--- config.mk ---
export PLATFORM = sky130hd
export DESIGN_NAME = seq_unsigned_divider
export DESIGN_NICKNAME = d
export VERILOG_FILES = /design/src/rtl/divider_pkg.sv /design/src/rtl/divider_step.sv /design/src/rtl/seq_unsigned_divider.sv
export SDC_FILE = /design/constraint.sdc
export NUM_CORES = 1
export LEC_CHECK = 0
export CORE_ASPECT_RATIO = 0.75
export CORE_MARGIN = 1.5
export CORE_UTILIZATION = 35
export CTS_BUF_LIST = sky130_fd_sc_hd__clkbuf_2
export CTS_CLUSTER_SIZE = 14
export DETAILED_ROUTE_END_ITERATION = 12
export PLACE_DENSITY = 0.58
export SLEW_MARGIN = 5
export SYNTH_ARGS = -nofsm -noshare
export SYNTH_HDL_FRONTEND = slang
export SYNTH_SLANG_ARGS = --single-unit
--- constraint.sdc ---
create_clock -name clk -period 1.7 [get_ports clk]
set_input_delay 0.51 -clock clk [delete_from_list [all_inputs] [get_ports clk]]
set_output_delay 0.51 -clock clk [all_outputs]
set_load 0.03 [all_outputs]
--- src/rtl/divider_pkg.sv ---
// ============================================================================
//  Module      : divider_pkg
//  Description : Shared types and defaults for the sequential unsigned divider.
//  Revision    : 1.0 - initial release
// ============================================================================
`default_nettype none

package divider_pkg;

  // Controller states of the iterative divider
  typedef enum logic {IDLE, RUN} div_state_t;

  // Operand width used when the instantiating code does not override it
  localparam int DIV_WIDTH_DEFAULT = 4;

endpackage : divider_pkg

`default_nettype wire

--- src/rtl/divider_step.sv ---
// ============================================================================
//  Module      : divider_step
//  Description : One combinational restoring-division step. Shifts the next
//                dividend bit into the partial remainder, trial-subtracts the
//                divisor and keeps the difference when it is non-negative.
//  Revision    : 1.0 - initial release
// ============================================================================
`default_nettype none

module divider_step
  import divider_pkg::*;
#(
  parameter int WIDTH = DIV_WIDTH_DEFAULT
) (
  input  logic [WIDTH:0]   rem,
  input  logic             q_msb,
  input  logic [WIDTH-1:0] divisor,
  output logic [WIDTH:0]   rem_next,
  output logic             q_bit
);

  logic [WIDTH:0] w_shift;
  logic [WIDTH:0] w_div_ext;
  logic [WIDTH:0] w_diff;
  logic           w_ge;

  // The partial remainder is always below the divisor after a step, so its
  // top bit carries no information and is discarded by the shift.
  logic           w_unused_rem_msb;
  assign w_unused_rem_msb = rem[WIDTH];

  assign w_shift   = {rem[WIDTH-1:0], q_msb};
  assign w_div_ext = {1'b0, divisor};
  assign w_ge      = (w_shift >= w_div_ext);
  assign w_diff    = w_shift - w_div_ext;

  assign rem_next  = w_ge ? w_diff : w_shift;
  assign q_bit     = w_ge;

endmodule : divider_step

`default_nettype wire

--- src/rtl/seq_unsigned_divider.sv ---
// ============================================================================
//  Module      : seq_unsigned_divider
//  Description : Iterative unsigned restoring divider, one quotient bit per
//                clock, start/busy/done handshake. Divide by zero yields
//                quotient all ones and remainder = dividend.
//                Optional macro DIVIDER_ZERO_DETECT_EN: a zero divisor is
//                caught at start and the result is returned after one cycle
//                with div_by_zero asserted alongside done.
//  Revision    : 1.0 - initial release
// ============================================================================
`default_nettype none

module seq_unsigned_divider
  import divider_pkg::*;
#(
  parameter int WIDTH = DIV_WIDTH_DEFAULT
) (
  input  logic             clk,
  input  logic             rst,
  input  logic             start,
  input  logic [WIDTH-1:0] dividend,
  input  logic [WIDTH-1:0] divisor,
  output logic             busy,
  output logic             done,
  output logic [WIDTH-1:0] quotient,
  output logic [WIDTH-1:0] remainder,
  output logic             div_by_zero
);

  localparam int         c_CNT_W   = $clog2(WIDTH + 1);
  localparam logic [0:0] c_ST_IDLE = IDLE;
  localparam logic [0:0] c_ST_RUN  = RUN;

  logic [0:0]         r_state;
  logic [c_CNT_W-1:0] r_cnt;
  logic [WIDTH:0]     r_rem;
  logic [WIDTH-1:0]   r_q;
  logic [WIDTH-1:0]   r_divisor;
  logic [WIDTH-1:0]   r_quotient;
  logic [WIDTH-1:0]   r_remainder;
  logic               r_done;

  logic [WIDTH:0]     w_rem_next;
  logic               w_q_bit;
  logic [WIDTH-1:0]   w_q_next;

  divider_step #(
    .WIDTH    (WIDTH)
  ) u_step (
    .rem      (r_rem),
    .q_msb    (r_q[WIDTH-1]),
    .divisor  (r_divisor),
    .rem_next (w_rem_next),
    .q_bit    (w_q_bit)
  );

  assign w_q_next = {r_q[WIDTH-2:0], w_q_bit};

`ifdef DIVIDER_ZERO_DETECT_EN
  logic r_zero;
  logic r_dbz;

  // Sequencer: load on start, one restoring step per clock, publish on the
  // last step; a zero divisor bypasses the iteration entirely.
  always_ff @(posedge clk or posedge rst) begin
    if (rst) begin
      r_state     <= c_ST_IDLE;
      r_cnt       <= '0;
      r_rem       <= '0;
      r_q         <= '0;
      r_divisor   <= '0;
      r_quotient  <= '0;
      r_remainder <= '0;
      r_done      <= 1'b0;
      r_zero      <= 1'b0;
      r_dbz       <= 1'b0;
    end else begin
      r_done <= 1'b0;
      case (r_state)
        c_ST_IDLE: begin
          if (start) begin
            r_divisor <= divisor;
            r_rem     <= '0;
            r_q       <= dividend;
            r_state   <= c_ST_RUN;
            if (divisor == '0) begin
              // Result is known immediately; spend one cycle before done.
              r_zero      <= 1'b1;
              r_cnt       <= '0;
              r_quotient  <= '1;
              r_remainder <= dividend;
            end else begin
              r_zero <= 1'b0;
              r_cnt  <= c_CNT_W'(WIDTH);
            end
          end
        end
        c_ST_RUN: begin
          if (r_zero) begin
            r_zero  <= 1'b0;
            r_done  <= 1'b1;
            r_dbz   <= 1'b1;
            r_state <= c_ST_IDLE;
          end else begin
            r_rem <= w_rem_next;
            r_q   <= w_q_next;
            r_cnt <= r_cnt - c_CNT_W'(1);
            if (r_cnt == c_CNT_W'(1)) begin
              r_quotient  <= w_q_next;
              r_remainder <= w_rem_next[WIDTH-1:0];
              r_done      <= 1'b1;
              r_dbz       <= 1'b0;
              r_state     <= c_ST_IDLE;
            end
          end
        end
        default: r_state <= c_ST_IDLE;
      endcase
    end
  end

  assign div_by_zero = r_dbz;
`else
  // Sequencer: load on start, one restoring step per clock, publish on the
  // last step; a zero divisor simply runs the full iteration.
  always_ff @(posedge clk or posedge rst) begin
    if (rst) begin
      r_state     <= c_ST_IDLE;
      r_cnt       <= '0;
      r_rem       <= '0;
      r_q         <= '0;
      r_divisor   <= '0;
      r_quotient  <= '0;
      r_remainder <= '0;
      r_done      <= 1'b0;
    end else begin
      r_done <= 1'b0;
      case (r_state)
        c_ST_IDLE: begin
          if (start) begin
            r_divisor <= divisor;
            r_rem     <= '0;
            r_q       <= dividend;
            r_cnt     <= c_CNT_W'(WIDTH);
            r_state   <= c_ST_RUN;
          end
        end
        c_ST_RUN: begin
          r_rem <= w_rem_next;
          r_q   <= w_q_next;
          r_cnt <= r_cnt - c_CNT_W'(1);
          if (r_cnt == c_CNT_W'(1)) begin
            r_quotient  <= w_q_next;
            r_remainder <= w_rem_next[WIDTH-1:0];
            r_done      <= 1'b1;
            r_state     <= c_ST_IDLE;
          end
        end
        default: r_state <= c_ST_IDLE;
      endcase
    end
  end

  assign div_by_zero = 1'b0;
`endif

  assign busy      = (r_state == c_ST_RUN);
  assign done      = r_done;
  assign quotient  = r_quotient;
  assign remainder = r_remainder;

endmodule : seq_unsigned_divider

`default_nettype wire

# [Word-level counts from Yosys, hierarchy flattened]
# Index checks and enable logic that the tools add are counted.
[word_totals] reg_bits=25 latchBits=0 ramBits=0 mem_bits_ro=0 input_bits=11 out_inout_bits=11 wordCells=28 n_memories=0
[classes] add_sub_neg=2 multipliers=0 div_mod_pow=0 magnitude_cmp=1 eq_ne=2 shifts=0 n_mux=12 n_bitwise=1 n_reduce_logical=2
[op_table] cell="$pmux 4 s2" n=2
[op_table] cell="$mux 4" n=3
[op_table] cell="$pmux 3 s2" n=1
[op_table] cell="$ge 5x4->1" n=1
[op_table] cell="$mux 1" n=4
[op_table] cell="$reduce_and 2->1" n=2
[op_table] cell="$sub 4x4->4" n=1
[op_table] cell="$eq 3x1->1 const B" n=1
[op_table] cell="$mux 3" n=1
[op_table] cell="$sub 3x1->3 const B" n=1
[op_table] cell="$ne 2x2->1 const B" n=1
[op_table] cell="$pmux 1 s2" n=1
[op_table] cell="$not 1->1" n=1

# [Logic depth before layout (Yosys ltp)]
# Gate-level depths: netlist (run 1).
[depth] ltp_word=3 mapped_depth=7 depth_no_buf=7

# [By module]
# From an unflattened synthesis (run 1), not the netlist that was laid out.
[unflattened] hier_cells=117 area_unflattened_um2=1308.8
[modules_own_cells] module="seq_unsigned_divider" n_inst=1 cells_each=82 area_each_um2=1061.0 seq_area_each_um2=650.6
[modules_own_cells] module="divider_step" n_inst=1 cells_each=35 area_each_um2=247.7 seq_area_each_um2=0.0

# [Worst setup path before layout (run 1)]
# No wires, ideal clock.
[synth_timing] path_kind="flip-flop to flip-flop" startpoint="register r_rem[0]" endpoint="register r_rem[1]" setup_ns=0.126 arrival_time_ns=1.580 t_required_ns=1.574 path_slack_ns=-0.007 path_stages_with_launch=6 path_buffers=0 synth_period_minus_slack_ns=1.707 path_cell_list="dfrtp_1 -> ha_1 -> nor2b_4 -> o311ai_2 -> a21oi_1 -> a311o_1"
[synth_between] elab_chain_len=3 word_cells_on_any_way=4 cone_classes="add/sub: 1; order compare: 1; mux: 2"
[synth_rtl] element="from (decl)" line="seq_unsigned_divider.sv:36" source="logic [WIDTH:0] r_rem;"
[synth_rtl] element="from (signal assigned)" line="seq_unsigned_divider.sv:149" source="r_rem <= w_rem_next;"
[synth_rtl] element="$sub 4x4->4 or $ge 5x4->1 (tied branches)" line="divider_step.sv:35, divider_step.sv:34"
[synth_rtl] element="$mux 4 *" line="divider_step.sv:37" source="assign rem_next = w_ge ? w_diff : w_shift;"
[synth_rtl] element="$pmux 4 s2 *" line="seq_unsigned_divider.sv:138" source="case (r_state)"
# Mark *: on every way between the ends. The rest lies on a longest branch, timed or not.
# A chain may end at the register's enable or synchronous reset.

# [Worst setup path after layout (run 1)]
[layout_timing] startpoint="register r_divisor[1]" endpoint="register r_rem[2]"
[layout_between] elab_chain_len=3 word_cells_on_any_way=4 cone_classes="add/sub: 1; order compare: 1; mux: 2"
[layout_rtl] element="from (decl)" line="seq_unsigned_divider.sv:38" source="logic [WIDTH-1:0] r_divisor;"
[layout_rtl] element="from (signal assigned)" line="seq_unsigned_divider.sv:141" source="r_divisor <= divisor;"
[layout_rtl] element="$sub 4x4->4 or $ge 5x4->1 (tied branches)" line="divider_step.sv:35, divider_step.sv:34"
[layout_rtl] element="$mux 4 *" line="divider_step.sv:37"
[layout_rtl] element="$pmux 4 s2 *" line="seq_unsigned_divider.sv:138"
# Marks and branches as above.

==> results.md, run 1 <==
- The overall die area is ~4000 um^2.
- The type of element launching the critical path is a flop.
- The initial cell density of the core is 0.373.
- The number of buffers and inverters on the critical path is 1.
- The path class of the tightest hold or removal check is in -> async.
- The per-cell routed wire length is between 10 and 15 um.
- The maximum number of pins on one net before global-route repair is 26.
- The first-iteration detailed-routing DRC count is 37.
- The count of flip-flops with a built-in enable after synthesis is 0.
- The run finished, with violations left.
- The clock-pin slew of the registers on the worst-case setup and hold paths is about 0.26 ns.
- The clock passes through at most 2 buffers.
- The total of endpoints with negative setup slack in the final report is 4.
- On the critical path, the stage with the largest delay is an instance of sky130_fd_sc_hd__dfrtp_1.
- The TritonCTS clock tree is built.
- The highest attainable clock frequency is 0.584 GHz.
- Setup slack on the critical path of the routed design comes to -0.0118 ns.
- The global placement routability congestion is between 0.8 and 0.9.
- The most used flip-flop cell after synthesis is sky130_fd_sc_hd__dfrtp_1.
- The family with the most delay on the worst path is compound AO/OA/AOI/OAI gates.
- The cell count after synthesis is approximately 130.
- CTS built an H-tree with a depth of 1.
- The finished cells cover around 1700 um^2.
- For the final database, setup skew stands at between 0.015 and 0.02 ns.
- The count of hold buffers inserted by post-cts repair is 0.
- The count of endpoints failing hold in the final timing report was 0.
- In this run the remaining antenna-violating nets after routing total 0.
- The met2 capacity usage during global routing is 0.238.
- The count of buffers added on input and output ports is 20.
- For this run, the register share of the synthesized area comes to 0.500.
- The pre-antenna-repair detailed-routing pass consisted of 4 iterations.
- The clock latency on the worst-skew pair is approximately 0.37 ns.
- The half-perimeter wire length after placement is roughly 1900 um.
- In this run the cell area measured after placement is 1570 um^2.
- The die is 72.1 um wide.
- In this run the standard cell core region covers 3360 um^2.
- The data arrival time at the worst-slack endpoint is about 2.0 ns.
- The initial antenna violation count is 0.
- The worst stage delay on the critical path is around 0.43 ns.
- The final critical path time including I/O delays and setup is 1.71 ns.
- By area the synthesized netlist is led by sky130_fd_sc_hd__dfrtp_1 50%, sky130_fd_sc_hd__nand2_1 7.8%, sky130_fd_sc_hd__ha_1 6.0%.
- The worst hold margin is 0.441 ns.
- The post-synth design cell area is 1250 um^2.
- The first global-routing pass estimated approximately 4300 um of wire.
- In the global route stage, overall resource usage came out at 0.145.
- STA classifies the critical path endpoint as a flop.
- The logic depth of the worst register-to-register path is 6.
- The total global routing overflow is 0.
- The number of CTS-inserted buffers is 3.
- The synthesized area per cell is roughly 10 um^2.
- The highest ir drop seen on vdd is 0.000721 V.
- The tool flagged a number of max-cap violations equal to 0.
- For this design the top-level I/O count stands at 22.
- Data on the critical path is required at its endpoint by 1.99 ns.
- The layout net count is 179.
- Of the post-synthesis cell area, the dominant cell type holds 0.500.
- Of all flip-flops after synthesis, the portion carrying an async set or reset was 1.00.
- sky130_fd_sc_hd__dfrtp_1 takes more of the synthesized area than any other cell.
- Counting buffers and inverters, the worst setup path is 6 cells deep.
- The global-route met1 utilization is 0.193.
- The signal on the critical path passes through inv_2 -> ha_4 -> nor2b_4 -> o311ai_4 -> a21oi_2 -> o31ai_1.
- The setup slack at placement is -0.0291 ns.
- The via count of the first global-routing pass came to 955.
- The final reports fail on setup timing.
- The power per standard cell area is between 2000 and 2500 nW/um^2.
- The initialized floorplan defines 18 standard-cell rows.
- Measured on the finished design, the core utilization comes to 0.493.
- Of the cells placed in the final design, the portion with a size suffix greater than 1 is 0.256.
- The number of pins exceeding their max-slew limit in the final report is 0.
- Summed over all layers, the routed wires come to between 2000 and 3000 um.
- The global-route met3 utilization is 0.0331.
- The number of flip-flops and latches in the synthesized netlist is 25.
- Setup repair after global routing could not meet its margin everywhere.
- The biggest fanout along the worst timing path is 5.
- The critical path class is reg -> reg.
- The number of different library cells used by synthesis comes to 35.
- In the finished design, the share of the clock period the worst path needs comes to 1.01.
- The number of diodes is 0.
- The floorplan step set the die height to ~55 um.
- The number of warnings printed during yosys synthesis is 0.
- After detailed routing, the number of remaining DRC violations is 0.
- The area added between synthesis and finish is 32.2%.
- The busiest layer in global routing is met2.
- The synthesized net count is 146.
- The clock root buffer is sky130_fd_sc_hd__clkbuf_2.
- The standby leakage power is approximately 0.76 nW.
- The tree built by TritonCTS fans out to 25 sinks.
- The total number of vias is roughly 1000.
- Using the TritonRoute via totals, the vias-per-cell ratio works out to between 4 and 5.
-- power by group --
group	switching (mW)	total, mW	internal (mW)
Sequential	0.182	1.08	0.899
Combinational	1.38	2.50	1.12
Clock	0.192	0.245	0.0533
Total	1.75	3.83	2.07
-- per-stage QoR --
step | power (mW) | setup TNS (ns) | std cells
6_report | 3.83 | -0.0277 | 200
5_1_grt | 4.13 | -0.463 | 200
4_1_cts | 3.63 | -0.0817 | 200
3_5_place_dp | 3.26 | -0.0291 | 193
3_3_place_gp | 3.23 | 0 | 193
2_1_floorplan | 2.60 | 0 | 128
-- routing by layer --
layer / up-vias / share of wire
li1: 495 / -
met1: 476 / 0.50
met2: 22 / 0.44
met3: 4 / 0.041
met4: 0 / 0.014
met5: - / 0
-- synthesized netlist by cell type, drive strengths merged (3+ instances only) --
| cell type | instances |
|---|---|
| nor2 | 5 |
| ha | 6 |
| o21ai | 11 |
| dfrtp | 25 |
| buf | 4 |
| nor2b | 3 |
| mux2i | 3 |
| a21oi | 4 |
| inv | 11 |
| nand2 | 26 |
| o31ai | 3 |
-- state kept, by name, summed over array words and instances (netlist names) --
register / flops
quotient: 4
r_divisor: 4
r_q: 4
r_rem: 4
remainder: 4
r_cnt: 3
busy: 1
done: 1
-- cell usage in the layout, fill, tap and decap left out, types with 3 or more instances in the layout --
master and count:
sky130_fd_sc_hd__inv_1 7, sky130_fd_sc_hd__nor2_1 4, sky130_fd_sc_hd__o21ai_1 10, sky130_fd_sc_hd__nand2_1 25
sky130_fd_sc_hd__inv_2 4, sky130_fd_sc_hd__ha_1 3, sky130_fd_sc_hd__buf_4 11, sky130_fd_sc_hd__clkbuf_2 8
sky130_fd_sc_hd__o31ai_1 3, sky130_fd_sc_hd__clkdlybuf4s15_1 3, sky130_fd_sc_hd__clkdlybuf4s50_1 10, sky130_fd_sc_hd__dfrtp_1 25
sky130_fd_sc_hd__mux2i_1 3
-- kinds of logic after synthesis --
kind of cell,count (synthesis),share of synthesized area
xor gates and xnor gates,1,0.00699
buffers and inverters,16,0.0559
muxes,4,0.0330
AOI/OAI and AO/OA,28,0.151
adders and majority gates,7,0.0759
DFF,25,0.500
and+or+nand+nor,46,0.175
other,1,0.00299
-- worst min-delay path, cell delays in order --
cell and delay [ns]:
sky130_fd_sc_hd__clkdlybuf4s50_1 0.40, sky130_fd_sc_hd__inv_1 0.05, sky130_fd_sc_hd__buf_4 0.31
-- final cells by class --
class	instances	area, um^2
timing repair buffer	33	293
clock inverter	1	5.00
clock buffer	3	15.0
tap	40	50.0
multi-input combinational	87	626
fill	321	1700
sequential	25	626
inverter	11	41.3
-- path summary, 6_finish.rpt --
kind                              start      endpoint  slack, ns
max                        r_divisor[1]      r_rem[2]      -0.01
min                                 rst   quotient[3]       0.44
max reg2reg                r_divisor[1]      r_rem[2]      -0.01
min reg2reg                    r_cnt[2]      r_cnt[2]       0.50
max in group asynchronous           rst  remainder[3]       1.00
min in group clk               r_cnt[2]      r_cnt[2]       0.50
-- repair_timing --
| item | CTS | global route |
|---|---|---|
| pin swaps | 5 | 8 |
| resized for setup | 18 | 20 |
| buffers inserted | 4 | 0 |
| endpoints found under the setup margin | 15 | 17 |
Note: power is estimated with default switching activity, not from simulation.
==> run 2, diff against run 1 <==
clock period = 1.5 ns   (was 1.7 ns; I/O delays follow)
==> run 2 against run 1 <==
The flow still finishes with violations (setup timing). Flip-flop and latch count did not move. Worst hold slack got worse by 0.056 ns. Global-route usage rose by 1.2 points. Core utilization rose by 3.5 points. Maximum frequency fell by 0.76%. Power rose by 25%. First-iteration DRC count rose by 38%. Critical endpoint is now remainder[0].
==> results.md, run 2 (same netlist as run 1, synthesis figures left out) <==
- Traced cell by cell, the critical path runs through inv_2 -> ha_4 -> nor2b_4 -> o311ai_4 -> nand3_1 -> a31o_1.
- The DRC violation count after routing came to 0 (unchanged).
- The final antenna-violating net count came to 0 (unchanged).
- The share of the core filled with cells in the final layout is 0.528 (+0.0347).
- The total number of vias was 1055 (+5.8%).
- The worst setup path is launched from a flop.
- The placement row count is 18 (unchanged).
- The number of diodes is 0 (unchanged).
- The per-cell routed wire length came to 13.7 um (+3.8%).
- The count of pins on the block boundary is 22 (unchanged).
- Leaving out fill and tap cells, the most frequent cells in the layout are 25 x sky130_fd_sc_hd__nand2_1, 25 x sky130_fd_sc_hd__dfrtp_1, 22 x sky130_fd_sc_hd__buf_4.
- The number of cells after detailed placement was 201 (+4.1%).
- The highest ir drop seen on vdd is 0.00143 V (+99%).
- The standby leakage power was 0.818 nW (+8.2%).
- The total of endpoints with negative setup slack in the final report is 11 (+7).
- The worst stage delay on the critical path is 0.43 ns (about the same).
- The count of endpoints failing hold in the final timing report is 0 (unchanged).
- The final worst setup slack is -0.225 ns (-0.213 ns).
- The routed wire length is 2890 um (+9.0%).
- The launching instance or port of the critical path is r_divisor[1].
- The maximum count of clock buffers along a single path was 2 (unchanged).
- The maximum number of pins on one net before global-route repair was 26 (unchanged).
- The number of buffer and inverter stages on the critical path is 1 (unchanged).
- The detailed-router iteration count before antenna repair is 4 (unchanged).
- The total routing resource utilization after global routing came to 0.157 (+0.0116).
- The register-to-register path setup slack is -0.22 ns (-0.21 ns).
- The number of sinks handled by clock tree synthesis came to 25 (unchanged).
- The number of levels the H-tree was split into is 1 (unchanged).
- The total global routing overflow is 0 (unchanged).
- The number of non-filler instances in the completed layout is 210 (+5.0%).
- The logic depth of the worst register-to-register path is 6 (unchanged).
- The number of CTS-inserted buffers is 3 (unchanged).
- The critical path class is reg -> reg.
- The flow ran to the end, but the final reports show violations.
- The first-iteration detailed-routing DRC count came to 51 (+38%).
- The final critical path time including I/O delays and setup came to 1.72 ns (+0.0131 ns).
- The cell depth of the worst setup path is 6 (unchanged).
- The die width is 72.1 um (unchanged).
- Setup repair after global routing could not meet its margin everywhere.
- The clock latency on the worst-skew pair came to 0.36 ns (about the same).
- The TritonCTS clock tree is built.
- The number of pins exceeding their max-slew limit in the final report is 0 (unchanged).
- The slowest cell on the critical path is sky130_fd_sc_hd__dfrtp_1.
- The critical path data required time is 1.77 ns (-0.22 ns).
- The post-route total power is 4.79 mW (+25%).
- The highest attainable clock frequency is 0.580 GHz (-0.76%).
- The global placement routability congestion is 0.820 (-4.3%).
- The total negative slack is -1.68 ns (-1.65 ns).
- In this run the critical register-to-register path is captured at remainder[0].
- The average via count per standard cell is 5.02 (+0.78%).
- The data arrival time at the worst-slack endpoint was 2.00 ns (about the same).
- The power per standard cell area is 2710 nW/um^2 (+17%).
- The layout net count is 189 (+5.6%).
- The area added between synthesis and finish is 41.5%.
- The family with the most delay on the worst path is compound AO/OA/AOI/OAI gates.
- The critical path ends at remainder[0].
- The count of input and output buffers is 20 (unchanged).
- The global-route wire length before repair is 4680 um (+9.9%).
- The half-perimeter wire length after placement was 2050 um (+9.4%).
- The classification of the worst-slack hold path is in -> async.
- The biggest fanout along the worst timing path came to 5 (unchanged).
- The clock-pin slew of the registers on the worst-case setup and hold paths came to 0.23 ns (-0.03 ns).
- Clock tree synthesis selected as its root buffer the cell sky130_fd_sc_hd__clkbuf_2.
- The share of final-layout standard cells stronger than drive strength 1 was 0.359 (+0.103).
- The endpoint kind of the worst setup timing path is a flop.
- The area of the core region is 3360 um^2 (unchanged).
- The initial cell density of the core is 0.373 (unchanged).
- The vertical die dimension is 54.8 um (unchanged).
- The via count of the first global-routing pass is 996 (+4.3%).
- The initial antenna violation count is 0 (unchanged).
- The overall die area is 3950 um^2 (unchanged).
- The setup slack at placement is -0.231 ns (-0.202 ns).
- The number of maximum-capacitance constraint violations is 0 (unchanged).
- The final reports fail on setup timing.
- The part of the cycle the worst path needs was 1.15 (+0.143).
- The reg-to-reg startpoint is r_divisor[1].
- The worst clock skew was 0.00552 ns (-0.0144 ns).
-- run 2: area by class of cell --
type,count,area (um^2)
clock inverter,1,5.00
clock buffer,3,15.0
inverter,11,41.3
tap,40,50.0
fill,322,1580
timing repair buffer,43,358
multi-input combinational,87,677
sequential,25,626
-- run 2: through the flow --
stage / area, um^2 / hold WS (ns)
after floorplan: 1270 / 0.441
after global routing: 1770 / 0.383
final: 1770 / 0.385
after CTS: 1720 / 0.385
after global placement: 1630 / 0.458
after detailed placement: 1630 / 0.463
-- run 2: timing repair --
item	in CTS	in global routing
pin swaps	7	9
hold buffers	0	0
resized for setup	47	12
cloned	0	0
setup buffers	4	1
setup endpoints to repair	18	15
-- run 2: layer usage --
layer,track usage,part of all wire,up-vias
met5,0,0,-
met4,0.0189,0.0087,0
met3,0.0442,0.046,4
met2,0.258,0.47,26
met1,0.214,0.48,503
li1,-,-,522
-- run 2: how the worst min path moves through the flow --
stage | from | endpoint | slack, ns | cells after the start
3_3_place_gp | r_cnt[2] | r_cnt[2] | 0.46 | 1
2_1_floorplan | r_cnt[2] | r_cnt[2] | 0.44 | 1
4_1_cts | rst | quotient[3] | 0.38 | 3
5_1_grt | rst | r_cnt[2] | 0.38 | 3
6_report | rst | quotient[3] | 0.39 | 3
3_5_place_dp | quotient[3] | quotient[3] | 0.46 | 2
-- run 2: worst register-to-register path, delay by kind of cell, from the launching register on --
family	cells	cell delay, ns
adders and majority gates	1	0.20
and+or+nand+nor	2	0.30
DFF	1	0.43
buffers and inverters	1	0.08
AOI/OAI and AO/OA	2	0.64
-- run 2: power by group --
group	internal [mW]	switching, mW
combinational	1.57	1.72
sequential	1.02	0.213
clock	0.0605	0.207
